$ cat src/rtl/sync_arb_pkg.sv
// -----------------------------------------------------------------------------
// sync_arb_pkg
// Shared definitions for the synchronized request arbiter:
//   - arb_state_e : arbiter FSM state encoding (IDLE / BUSY / RELEASE)
//   - TO_CNT_W    : width of the per-grant busy/timeout counter; it covers
//                   the largest supported TIMEOUT_CYC of 255
// -----------------------------------------------------------------------------
package sync_arb_pkg;

    typedef enum logic [1:0] {
        ST_IDLE    = 2'd0,
        ST_BUSY    = 2'd1,
        ST_RELEASE = 2'd2
    } arb_state_e;

    localparam int TO_CNT_W = 8;

endpackage : sync_arb_pkg

$ cat src/rtl/sync_edge_det.sv
// -----------------------------------------------------------------------------
// sync_edge_det
// Brings one asynchronous level into the clock domain through two flops.
// A third flop holds the previous synchronized value so that a rising edge
// can be detected.
// Ports:
//   clock   in  system clock, posedge
//   reset_n in  asynchronous active-low reset
//   d_async in  asynchronous request level
//   q_sync  out synchronized level
//   rise    out one-cycle pulse on a qualified 0->1 transition of q_sync
// -----------------------------------------------------------------------------
module sync_edge_det (
    input  logic clock,
    input  logic reset_n,
    input  logic d_async,
    output logic q_sync,
    output logic rise
);

    logic       r_meta;
    logic       r_sync;
    logic       r_prev;
    logic       r_armed;
    logic [1:0] r_fill;

    // Two-flop synchronizer, edge-detect history flop and edge arming.
    always_ff @(posedge clock or negedge reset_n) begin
        if (!reset_n) begin
            r_meta  <= 1'b0;
            r_sync  <= 1'b0;
            r_prev  <= 1'b0;
            r_armed <= 1'b0;
            r_fill  <= 2'b00;
        end else begin
            r_meta <= d_async;
            r_sync <= r_meta;
            r_prev <= r_sync;
            r_fill <= {r_fill[0], 1'b1};
            // r_fill[1] means r_sync now holds a genuinely sampled value
            // instead of its reset value. Edges are armed only once a real
            // low has been seen, so a level held high across reset is not
            // mistaken for a new request.
            if (r_fill[1] && !r_sync) begin
                r_armed <= 1'b1;
            end else begin
                r_armed <= r_armed;
            end
        end
    end

    assign q_sync = r_sync;
    assign rise   = r_sync & ~r_prev & r_armed;

endmodule : sync_edge_det

$ cat src/rtl/sync_req_arbiter.sv
// -----------------------------------------------------------------------------
// sync_req_arbiter
// Round-robin arbiter that gives one shared resource to N_REQ requesters.
// Requests arrive asynchronously. Each request's rising edge is latched
// into pending. The arbiter grants one requester at a time and holds the
// grant until the resource reports done or TIMEOUT_CYC busy cycles pass.
// Each grant is followed by a one-cycle RELEASE, so grant never moves
// directly from one requester to another.
// Ports:
//   clock    in  system clock, posedge
//   reset_n  in  asynchronous active-low reset
//   req_in   in  [N_REQ] asynchronous request levels
//   res_done in  resource completion, synchronous
//   grant    out [N_REQ] one-hot (or zero) grant, registered
//   grant_id out index of the granted requester, valid while busy
//   busy     out resource currently granted
//   pending  out [N_REQ] latched request events not yet served
//   timeout  out one-cycle pulse when a grant is revoked by timeout
// -----------------------------------------------------------------------------
module sync_req_arbiter
    import sync_arb_pkg::*;
#(
    parameter int N_REQ       = 4,
    parameter int TIMEOUT_CYC = 255
) (
    input  logic                       clock,
    input  logic                       reset_n,
    input  logic [N_REQ-1:0]           req_in,
    input  logic                       res_done,
    output logic [N_REQ-1:0]           grant,
    output logic [$clog2(N_REQ)-1:0]   grant_id,
    output logic                       busy,
    output logic [N_REQ-1:0]           pending,
    output logic                       timeout
);

    localparam int                    ID_W    = $clog2(N_REQ);
    localparam logic [TO_CNT_W-1:0]   TO_LAST = TO_CNT_W'(TIMEOUT_CYC - 1);
    localparam logic [ID_W-1:0]       ID_LAST = ID_W'(N_REQ - 1);

    arb_state_e          r_state;
    logic [N_REQ-1:0]    r_grant;
    logic [ID_W-1:0]     r_grant_id;
    logic                r_busy;
    logic [N_REQ-1:0]    r_pending;
    logic                r_timeout;
    logic [TO_CNT_W-1:0] r_cnt;
    logic [ID_W-1:0]     r_rr_ptr;

    logic [N_REQ-1:0]    w_rise;
    logic [N_REQ-1:0]    w_sync;
    logic [N_REQ-1:0]    w_pend_rot;
    logic                w_sel_found;
    logic [ID_W-1:0]     w_sel_off;
    logic [ID_W:0]       w_id_sum;
    logic [ID_W-1:0]     w_sel_id;
    logic [N_REQ-1:0]    w_sel_onehot;
    logic [ID_W-1:0]     w_next_ptr;
    logic [N_REQ-1:0]    w_clr;
    logic [N_REQ-1:0]    w_pend_nxt;

    for (genvar gi = 0; gi < N_REQ; gi++) begin : g_sync
        sync_edge_det u_sync (
            .clock   (clock),
            .reset_n (reset_n),
            .d_async (req_in[gi]),
            .q_sync  (w_sync[gi]),
            .rise    (w_rise[gi])
        );
    end

    // Round-robin search: rotate pending so rr_ptr sits at bit 0, then take the lowest set bit.
    always_comb begin
        w_pend_rot  = N_REQ'({r_pending, r_pending} >> r_rr_ptr);
        w_sel_found = 1'b0;
        w_sel_off   = {ID_W{1'b0}};
        // Walk from the top down so the smallest offset is written last.
        for (int k = N_REQ - 1; k >= 0; k--) begin
            if (w_pend_rot[k]) begin
                w_sel_found = 1'b1;
                w_sel_off   = ID_W'(k);
            end else begin
                w_sel_found = w_sel_found;
                w_sel_off   = w_sel_off;
            end
        end
        w_id_sum = {1'b0, r_rr_ptr} + {1'b0, w_sel_off};
        if (w_id_sum >= (ID_W + 1)'(N_REQ)) begin
            w_sel_id = ID_W'(w_id_sum - (ID_W + 1)'(N_REQ));
        end else begin
            w_sel_id = w_id_sum[ID_W-1:0];
        end
        w_sel_onehot = {{(N_REQ - 1){1'b0}}, 1'b1} << w_sel_id;
        if (w_sel_id == ID_LAST) begin
            w_next_ptr = {ID_W{1'b0}};
        end else begin
            w_next_ptr = w_sel_id + ID_W'(1);
        end
    end

    // Pending update: clear the bit being granted and set bits for new edges.
    // A new edge on the requester being granted in this cycle re-queues it.
    always_comb begin
        if ((r_state == ST_IDLE) && w_sel_found) begin
            w_clr = w_sel_onehot;
        end else begin
            w_clr = {N_REQ{1'b0}};
        end
        // rise already implies a high synchronized level; the AND only ties the event to it.
        w_pend_nxt = (r_pending & ~w_clr) | (w_rise & w_sync);
    end

    // Arbiter FSM with registered grant, busy, timeout, counter and pointer.
    always_ff @(posedge clock or negedge reset_n) begin
        if (!reset_n) begin
            r_state    <= ST_IDLE;
            r_grant    <= {N_REQ{1'b0}};
            r_grant_id <= {ID_W{1'b0}};
            r_busy     <= 1'b0;
            r_pending  <= {N_REQ{1'b0}};
            r_timeout  <= 1'b0;
            r_cnt      <= {TO_CNT_W{1'b0}};
            r_rr_ptr   <= {ID_W{1'b0}};
        end else begin
            r_pending <= w_pend_nxt;
            r_timeout <= 1'b0;
            case (r_state)
                ST_IDLE: begin
                    if (w_sel_found) begin
                        r_state    <= ST_BUSY;
                        r_grant    <= w_sel_onehot;
                        r_grant_id <= w_sel_id;
                        r_busy     <= 1'b1;
                        r_rr_ptr   <= w_next_ptr;
                        r_cnt      <= {TO_CNT_W{1'b0}};
                    end else begin
                        r_state <= ST_IDLE;
                    end
                end
                ST_BUSY: begin
                    r_cnt <= r_cnt + TO_CNT_W'(1);
                    // done is checked first so it wins over a coincident timeout
                    if (res_done) begin
                        r_state <= ST_RELEASE;
                        r_grant <= {N_REQ{1'b0}};
                        r_busy  <= 1'b0;
                    end else if (r_cnt == TO_LAST) begin
                        r_state   <= ST_RELEASE;
                        r_grant   <= {N_REQ{1'b0}};
                        r_busy    <= 1'b0;
                        r_timeout <= 1'b1;
                    end else begin
                        r_state <= ST_BUSY;
                    end
                end
                ST_RELEASE: begin
                    r_state <= ST_IDLE;
                end
                default: begin
                    r_state <= ST_IDLE;
                    r_grant <= {N_REQ{1'b0}};
                    r_busy  <= 1'b0;
                end
            endcase
        end
    end

    assign grant    = r_grant;
    assign grant_id = r_grant_id;
    assign busy     = r_busy;
    assign pending  = r_pending;
    assign timeout  = r_timeout;

endmodule : sync_req_arbiter
$ cat config.mk
export PLATFORM = sky130hd
export DESIGN_NAME = sync_req_arbiter
export DESIGN_NICKNAME = d
export VERILOG_FILES = /design/src/rtl/sync_arb_pkg.sv /design/src/rtl/sync_edge_det.sv /design/src/rtl/sync_req_arbiter.sv
export SDC_FILE = /design/constraint.sdc
export NUM_CORES = 1
export LEC_CHECK = 0
export BUFFER_PORTS_ARGS = -buffer_cell sky130_fd_sc_hd__buf_4
export CAP_MARGIN = 20
export CELL_PAD_IN_SITES_DETAIL_PLACEMENT = 0
export CELL_PAD_IN_SITES_GLOBAL_PLACEMENT = 1
export CORE_ASPECT_RATIO = 1.25
export CORE_UTILIZATION = 41
export DETAILED_ROUTE_END_ITERATION = 16
export PLACE_DENSITY = 0.7
export RECOVER_POWER = 25
export SYNTH_ARGS = -nofsm -noshare
export SYNTH_HDL_FRONTEND = slang
export SYNTH_SLANG_ARGS = --single-unit
$ cat constraint.sdc
create_clock -name clock -period 2.2 [get_ports clock]
set_input_delay 0.11 -clock clock [delete_from_list [all_inputs] [get_ports clock]]
set_output_delay 0.11 -clock clock [all_outputs]
set_load 0.1 [all_outputs]
Word-level counts from Yosys, hierarchy flattened

Index checks and enable logic that the tools add are counted.

Order comparisons: 1
Bitwise logic cells: 17
$add $sub $neg: 4
Mux-type cells: 28
Shift operators: 2
Reduce and logical (&&, ||, !) cells: 14
Eq/ne operators: 6

Operators with widths:

| kind                  | count |
|---|---|
| $mux W2               | 8 |
| $mux W4               | 4 |
| $pmux W8 S2           | 1 |
| $pmux W4 S3           | 1 |
| $mux W1               | 11 |
| $add A8 B1 Y8 const B | 1 |
| $and A1 B1 Y1         | 8 |
| $and A4 B4 Y4         | 2 |
| $eq A8 B8 Y1 const B  | 1 |
| $mux W8               | 1 |
| $shr A8 B2 Y4         | 1 |
| $logic_and A1 B1 Y1   | 5 |
| $not A1 Y1            | 5 |
| $eq A2 B2 Y1 const B  | 2 |
| $logic_not A1 Y1      | 4 |
| $not A4 Y4            | 1 |
| $or A4 B4 Y4          | 1 |
| $pmux W2 S2           | 1 |
| $reduce_and A2 Y1     | 2 |
| $shl A1 B2 Y4 const A | 1 |
| $add A2 B2 Y3         | 1 |
| $ge A3 B3 Y1 const B  | 1 |
| $ne A3 B3 Y1 const B  | 1 |
| $pmux W1 S3           | 1 |
| 7 further kinds       | 7 |

Input bits: 7
Output and inout port bits: 12
Word-level logic and storage cells: 100
Flip-flop bits (word level): 48

Logic depth before layout (Yosys ltp)

Depth in word-level cells: 13
Depth in mapped cells: 11
Depth with buffers taken out: 10

By module

A second synthesis with hierarchy kept.

Cell total of the unflattened synthesis: 181
Area, all modules: 1988.2 um^2

By module, submodules not included:

| module           | cells each | area each (um^2) | seq. area each (um^2) | instances |
|---|---|---|---|---|
| sync_req_arbiter | 137        | 1297.5           | 600.6                 | 1 |
| sync_edge_det    | 11         | 172.7            | 150.1                 | 4 |

Worst setup path before layout

OpenSTA, ideal clock, no wires.

Kind: reg-to-reg
Start: register r_pending[2] (netlist: pending[2])
End: register r_pending[3] (netlist: pending[3])
Stages on the path, launching flop included: 11
Path buffers: 1
Period minus slack after synthesis: 2749 ps
Setup time: 123 ps
Required time: 2077 ps
Slack: -549 ps
Arrival time: 2625 ps
Cells stage by stage: dfrtp_1 -> buf_2 -> nor3b_1 -> o21ai_0 -> o211ai_1 -> ha_1 -> xnor2_1 -> xnor2_1 -> ha_1 -> nand2_1 -> a32o_1

Word-level cells in the longest chain between the ends: 13
Elaborated cells on any way between the ends: 19
Classes of those cells: add/sub: 2; order compare: 1; shift: 2; mux: 10; bitwise: 3; reduce/logical: 1

Ends and longest elaborated chain:

| what                                          | line                                           | source |
|---|---|---|
| start, declared                               | sync_req_arbiter.sv:45                         | `logic [N_REQ-1:0] r_pending;` |
| start signal, assigned                        | sync_req_arbiter.sv:120                        | `r_pending <= {N_REQ{1'b0}};` |
| start signal, assigned                        | sync_req_arbiter.sv:125                        | `r_pending <= w_pend_nxt;` |
| $shr A8 B2 Y4 *                               | sync_req_arbiter.sv:74                         | `w_pend_rot = N_REQ'({r_pending, r_pending} >> r_rr_ptr);` |
| $mux W2 (4 in series)                         | sync_req_arbiter.sv:79                         | `if (w_pend_rot[k]) begin` |
| $add A2 B2 Y3                                 | sync_req_arbiter.sv:87                         | `w_id_sum = {1'b0, r_rr_ptr} + {1'b0, w_sel_off};` |
| $ge A3 B3 Y1 or $sub A2 B1 Y2 (tied branches) | sync_req_arbiter.sv:88, sync_req_arbiter.sv:89 |  |
| $mux W2                                       | sync_req_arbiter.sv:88                         | `if (w_id_sum >= (ID_W + 1)'(N_REQ)) begin` |
| $shl A1 B2 Y4                                 | sync_req_arbiter.sv:93                         | `w_sel_onehot = {{(N_REQ - 1){1'b0}}, 1'b1} << w_sel_id;` |
| $mux W4 *                                     | sync_req_arbiter.sv:104                        | `if ((r_state == ST_IDLE) && w_sel_found) begin` |
| $not A4 Y4 *                                  | sync_req_arbiter.sv:110                        | `w_pend_nxt = (r_pending & ~w_clr) \| (w_rise & w_sync);` |
| $and A4 B4 Y4 *                               | sync_req_arbiter.sv:110                        |  |
| $or A4 B4 Y4 *                                | sync_req_arbiter.sv:110                        |  |
| via w_pend_nxt[3]                             | sync_req_arbiter.sv:60                         | `logic [N_REQ-1:0] w_pend_nxt;` |

Mark *: on every way through the listed nets, which the timed path passes. The rest lies on a longest branch.
A chain may end at the register's enable or synchronous reset.

Worst setup path in the final report

Start: register r_pending[2] (netlist: pending[2])
End: register r_grant[3] (netlist: grant[3])

Word-level cells in the longest chain between the ends: 11
Elaborated cells on any way between the ends: 18
Classes of those cells: add/sub: 2; order compare: 1; eq/ne: 1; shift: 2; mux: 11; reduce/logical: 1

Ends and longest elaborated chain:

| what                                          | line                                           | source |
|---|---|---|
| $shr A8 B2 Y4 *                               | sync_req_arbiter.sv:74                         |  |
| $mux W2 (4 in series)                         | sync_req_arbiter.sv:79                         |  |
| $add A2 B2 Y3                                 | sync_req_arbiter.sv:87                         |  |
| $ge A3 B3 Y1 or $sub A2 B1 Y2 (tied branches) | sync_req_arbiter.sv:88, sync_req_arbiter.sv:89 |  |
| $mux W2                                       | sync_req_arbiter.sv:88                         |  |
| $shl A1 B2 Y4                                 | sync_req_arbiter.sv:93                         |  |
| $mux W4                                       | sync_req_arbiter.sv:129                        | `if (w_sel_found) begin` |
| $pmux W4 S3                                   | sync_req_arbiter.sv:127                        | `case (r_state)` |
| end signal, assigned                          | sync_req_arbiter.sv:131                        | `r_grant <= w_sel_onehot;` |
| end signal, assigned                          | sync_req_arbiter.sv:145                        | `r_grant <= {N_REQ{1'b0}};` |
| end signal, assigned                          | sync_req_arbiter.sv:149                        | `r_grant <= {N_REQ{1'b0}};` |
| end, declared                                 | sync_req_arbiter.sv:42                         | `logic [N_REQ-1:0] r_grant;` |

Mark *: on every way between the ends. The rest lies on a longest branch, timed or not. The select of a mux whose other input is x is not followed.

==> Flow_metrics.wiki <==
{| class="wikitable"
! Metric !! Value
|-
| Dpl hpwl || 2.60 mm
|-
| Total of flip-flops plus latches after synthesis || 42
|-
| Area Overhead vs Synth || 28.2%
|-
| Fraction of final layout cells with drive strength greater than 1 || 30.2%
|-
| DR iter-0 viols || 70
|-
| Syn_nets || 173
|-
| Setup Slack @ Placement || -9.76 ps
|-
| Type of destination of the critical path || flip-flop
|-
| Number of synthesized flops with an enable pin || 0
|-
| Run status || complete, no violations
|-
| Number of cells traversed by the worst register-to-register path || 9
|-
| Worst Setup EP || grant[3]$_DFFE_PN0P_
|-
| Fraction of post-synthesis cell area in the top cell type by area || 57.4%
|-
| Number of cell rows || 26
|-
| Setup Total Neg Slack || 0 ps
|-
| Final Cycle Share || 98.1%
|-
| Number of antenna violations at the first check in global routing || 0
|-
| Drc violations || 0
|-
| Buffers from clock root to sink, at most || 2
|-
| Average cell area after synthesis || 11.3 µm²
|-
| First-pass GRT wire length || 5.84 mm
|-
| Setup repair after global routing missed its margin || true
|-
| CTS tree || done
|-
| Fmax || 464 MHz
|-
| Clock input transition at the sequential cells of the worst setup and hold paths || 80 ps
|-
| R2R Path End || grant[3]$_DFFE_PN0P_
|-
| Power density relative to cell area || 1520 nW/µm²
|-
| Number of global-route vias before repair || 1286
|-
| Hold path cells || 0
|-
| Share of the yosys chip area belonging to registers || 57.4%
|-
| Total global routing track utilization || 17.0%
|-
| Number of slew-limit violations in the final report || 0
|-
| GRT Residual Overflow || 0
|-
| Post-DR vias/cell || 5.21
|-
| Latest clock arrival within the worst-skew pair || 280 ps
|-
| Post-layout total power || 3.56 mW
|-
| Number of sinks on the clock net || 42
|-
| Final Hold Vio Count || 0
|-
| Final Hold Slack || 341 ps
|-
| Worst vdd rail ir drop || 0.000594 V
|-
| Number of buffer cells added on primary ports || 18
|-
| Most frequent cells after synthesis || dfrtp_1 (42), nand2_1 (15), o21ai_0 (13)
|-
| Critical path arrival || 2330 ps
|-
| Number of buffers created by CTS || 5
|-
| Dominant cell type by area after synthesis || dfrtp_1
|-
| Initial core utilization || 43.6%
|-
| Area of the die || 4740 µm²
|-
| Most used flip-flop cell after synthesis || dfrtp_1
|-
| Final layout net count || 209
|-
| Pre-Repair DR Iteration Count || 4
|-
| Max_slew headroom || 33.5%
|-
| Ports || 19
|-
| Residual antenna-violating net count after detailed routing || 0
|-
| Detailed-route wire length per cell || 14.0 µm
|-
| MaxCap Viol Count || 0
|-
| Post-synth design cell area || 1830 µm²
|-
| Dominant cells by area after synthesis || dfrtp_1 (57%), o21ai_0 (3.6%), nand2_1 (3.1%)
|-
| Worst Setup Path Type || reg -> reg
|-
| Largest net degree at the start of global routing || 43
|-
| Clock Skews || 8.28 ps
|-
| Number of distinct standard cells referenced by the synthesized netlist || 43
|-
| R2r startpoint || pending[2]$_DFF_PN0_
|-
| Ys Warns || 0
|-
| # setup viols final || 0
|-
| Most common cell in the netlist || dfrtp_1
|-
| Worst-case setup margin in the final layout || 42.6 ps
|-
| Global placement routability congestion || 0.919
|-
| Kind of start point of the critical path || flip-flop
|-
| Count of fill cells added during filler insertion || 362
|-
| Fin util || 56.0%
|-
| Worst slew pin tran || 997 ps
|-
| Die span in y || 76.7 µm
|-
| Fraction of synthesis flops using an asynchronous set or reset pin || 100%
|-
| Cell at the root of the clock tree || clkbuf_8
|-
| Number of standard cells after synthesis || 162
|-
| Leakage power figure || 1.08 nW
|-
| Total wire length || 3.57 mm
|-
| Required time at the worst-slack endpoint || 2380 ps
|-
| Time the worst path needs with I/O delays and setup || 2160 ps
|-
| Via count || 1329
|-
| Crit Path Max Fanout || 7
|-
| H-tree levels || 2
|-
| Core Box Area || 4200 µm²
|-
| Start point of the critical path || pending[2]$_DFF_PN0_
|-
| Worst hold-check path type || reg -> reg
|-
| Width of the die || 61.8 µm
|-
| Antenna fix cells || 0
|-
| Worst reg2reg setup slack || 40 ps
|}
-- layout make-up --
class	instances	area, µm²	share of cell area (%)
Sequential cell	42	1070	45.4
Tap cell	56	70.1	2.98
Timing Repair Buffer	35	275	11.7
Inverter	10	37.5	1.60
Clock inverter	1	30.0	1.28
Clock buffer	7	86.3	3.68
Multi-Input combinational cell	104	783	33.4
-- layer usage --
layer | track usage, % | vias to the layer above | share of wire (%)
li1 | - | 643 | -
met1 | 20.7 | 660 | 43
met2 | 27.8 | 18 | 53
met3 | 4.22 | 8 | 2.0
met4 | 6.89 | 0 | 2.1
met5 | 0 | - | 0
-- per-stage QoR --
step	cells	instance area [µm²]
6_report	255	2350
5_1_grt	255	2350
2_1_floorplan	162	1860
3_5_place_dp	236	2070
3_3_place_gp	236	2070
4_1_cts	252	2260
-- where the power goes --
group | total, mW | switching (mW) | internal (mW)
clock | 0.611 | 0.241 | 0.370
sequential | 1.15 | 0.210 | 0.941
combinational | 1.80 | 1.14 | 0.654
-- worst max-delay path, cell delays in order (launching register included) --
cell      delay, ps
dfrtp_4         540
o21a_1          190
a21oi_1         110
o211ai_1        100
ha_2            240
xnor2_4         160
xnor2_2         150
ha_2            220
buf_4           130
a22o_1          200
-- registers in the layout, summed over array words and instances (netlist names), 2 cells and up --
name and cells:
g_sync.u_sync.q_sync 4, pending 4, r_cnt 8, g_sync.u_sync.r_armed 4, g_sync.u_sync.r_prev 4, r_rr_ptr 2, r_state 2, g_sync.u_sync.r_meta 4
grant 4, grant_id 2, g_sync.u_sync.r_fill 2
-- worst min-delay path by stage --
stage / slack [ps] / start / endpoint
after floorplan: -190 / reset_n / busy$_DFFE_PN0P_
after global placement: 110 / reset_n / grant[2]$_DFFE_PN0P_
after detailed placement: 120 / reset_n / grant[0]$_DFFE_PN0P_
after CTS: 340 / g_sync[0].u_sync.r_meta$_DFF_PN0_ / g_sync[0].u_sync.q_sync$_DFF_PN0_
after global routing: 360 / g_sync[3].u_sync.r_fill[0]$_DFF_PN0_ / g_sync[0].u_sync.r_fill[1]$_DFF_PN0_
final: 340 / g_sync[0].u_sync.r_meta$_DFF_PN0_ / g_sync[0].u_sync.q_sync$_DFF_PN0_
-- cells by family after synthesis --
| family | Yosys count | share of synthesized area [%] |
|---|---|---|
| xor gates and xnor gates | 3 | 1.43 |
| muxes | 6 | 3.62 |
| DFF | 42 | 57.4 |
| adders and majority gates | 4 | 2.73 |
| AOI/OAI and AO/OA | 40 | 16.1 |
| and+or+nand+nor | 50 | 14.7 |
| other | 1 | 0.205 |
| buffers and inverters | 16 | 3.89 |
-- placed cells by master, fill, tap and decap left out, drive strengths merged, types with 2 or more instances in the layout --
master and count:
a21bo 2, a21o 7, a21oi 2, a31oi 2
a32o 3, and2 3, buf 24, clkbuf 12
dfrtp 42, dlygate4sd3 6, ha 4, inv 10
mux2 2, mux2i 4, nand2 15, nand2b 2
nand3 4, nand4 3, nor2 7, nor3 5
nor4 3, o21ai 14, o31ai 4, or3 3
xnor2 2
-- timing repair --
item,CTS,global route
gates resized for setup,0,13
buffers inserted,2,3
endpoints found under the hold margin,47,0
hold buffers,6,0
setup endpoints to repair,1,6
pin swaps,3,4
No activity file was read; power rests on OpenSTA's default activity.
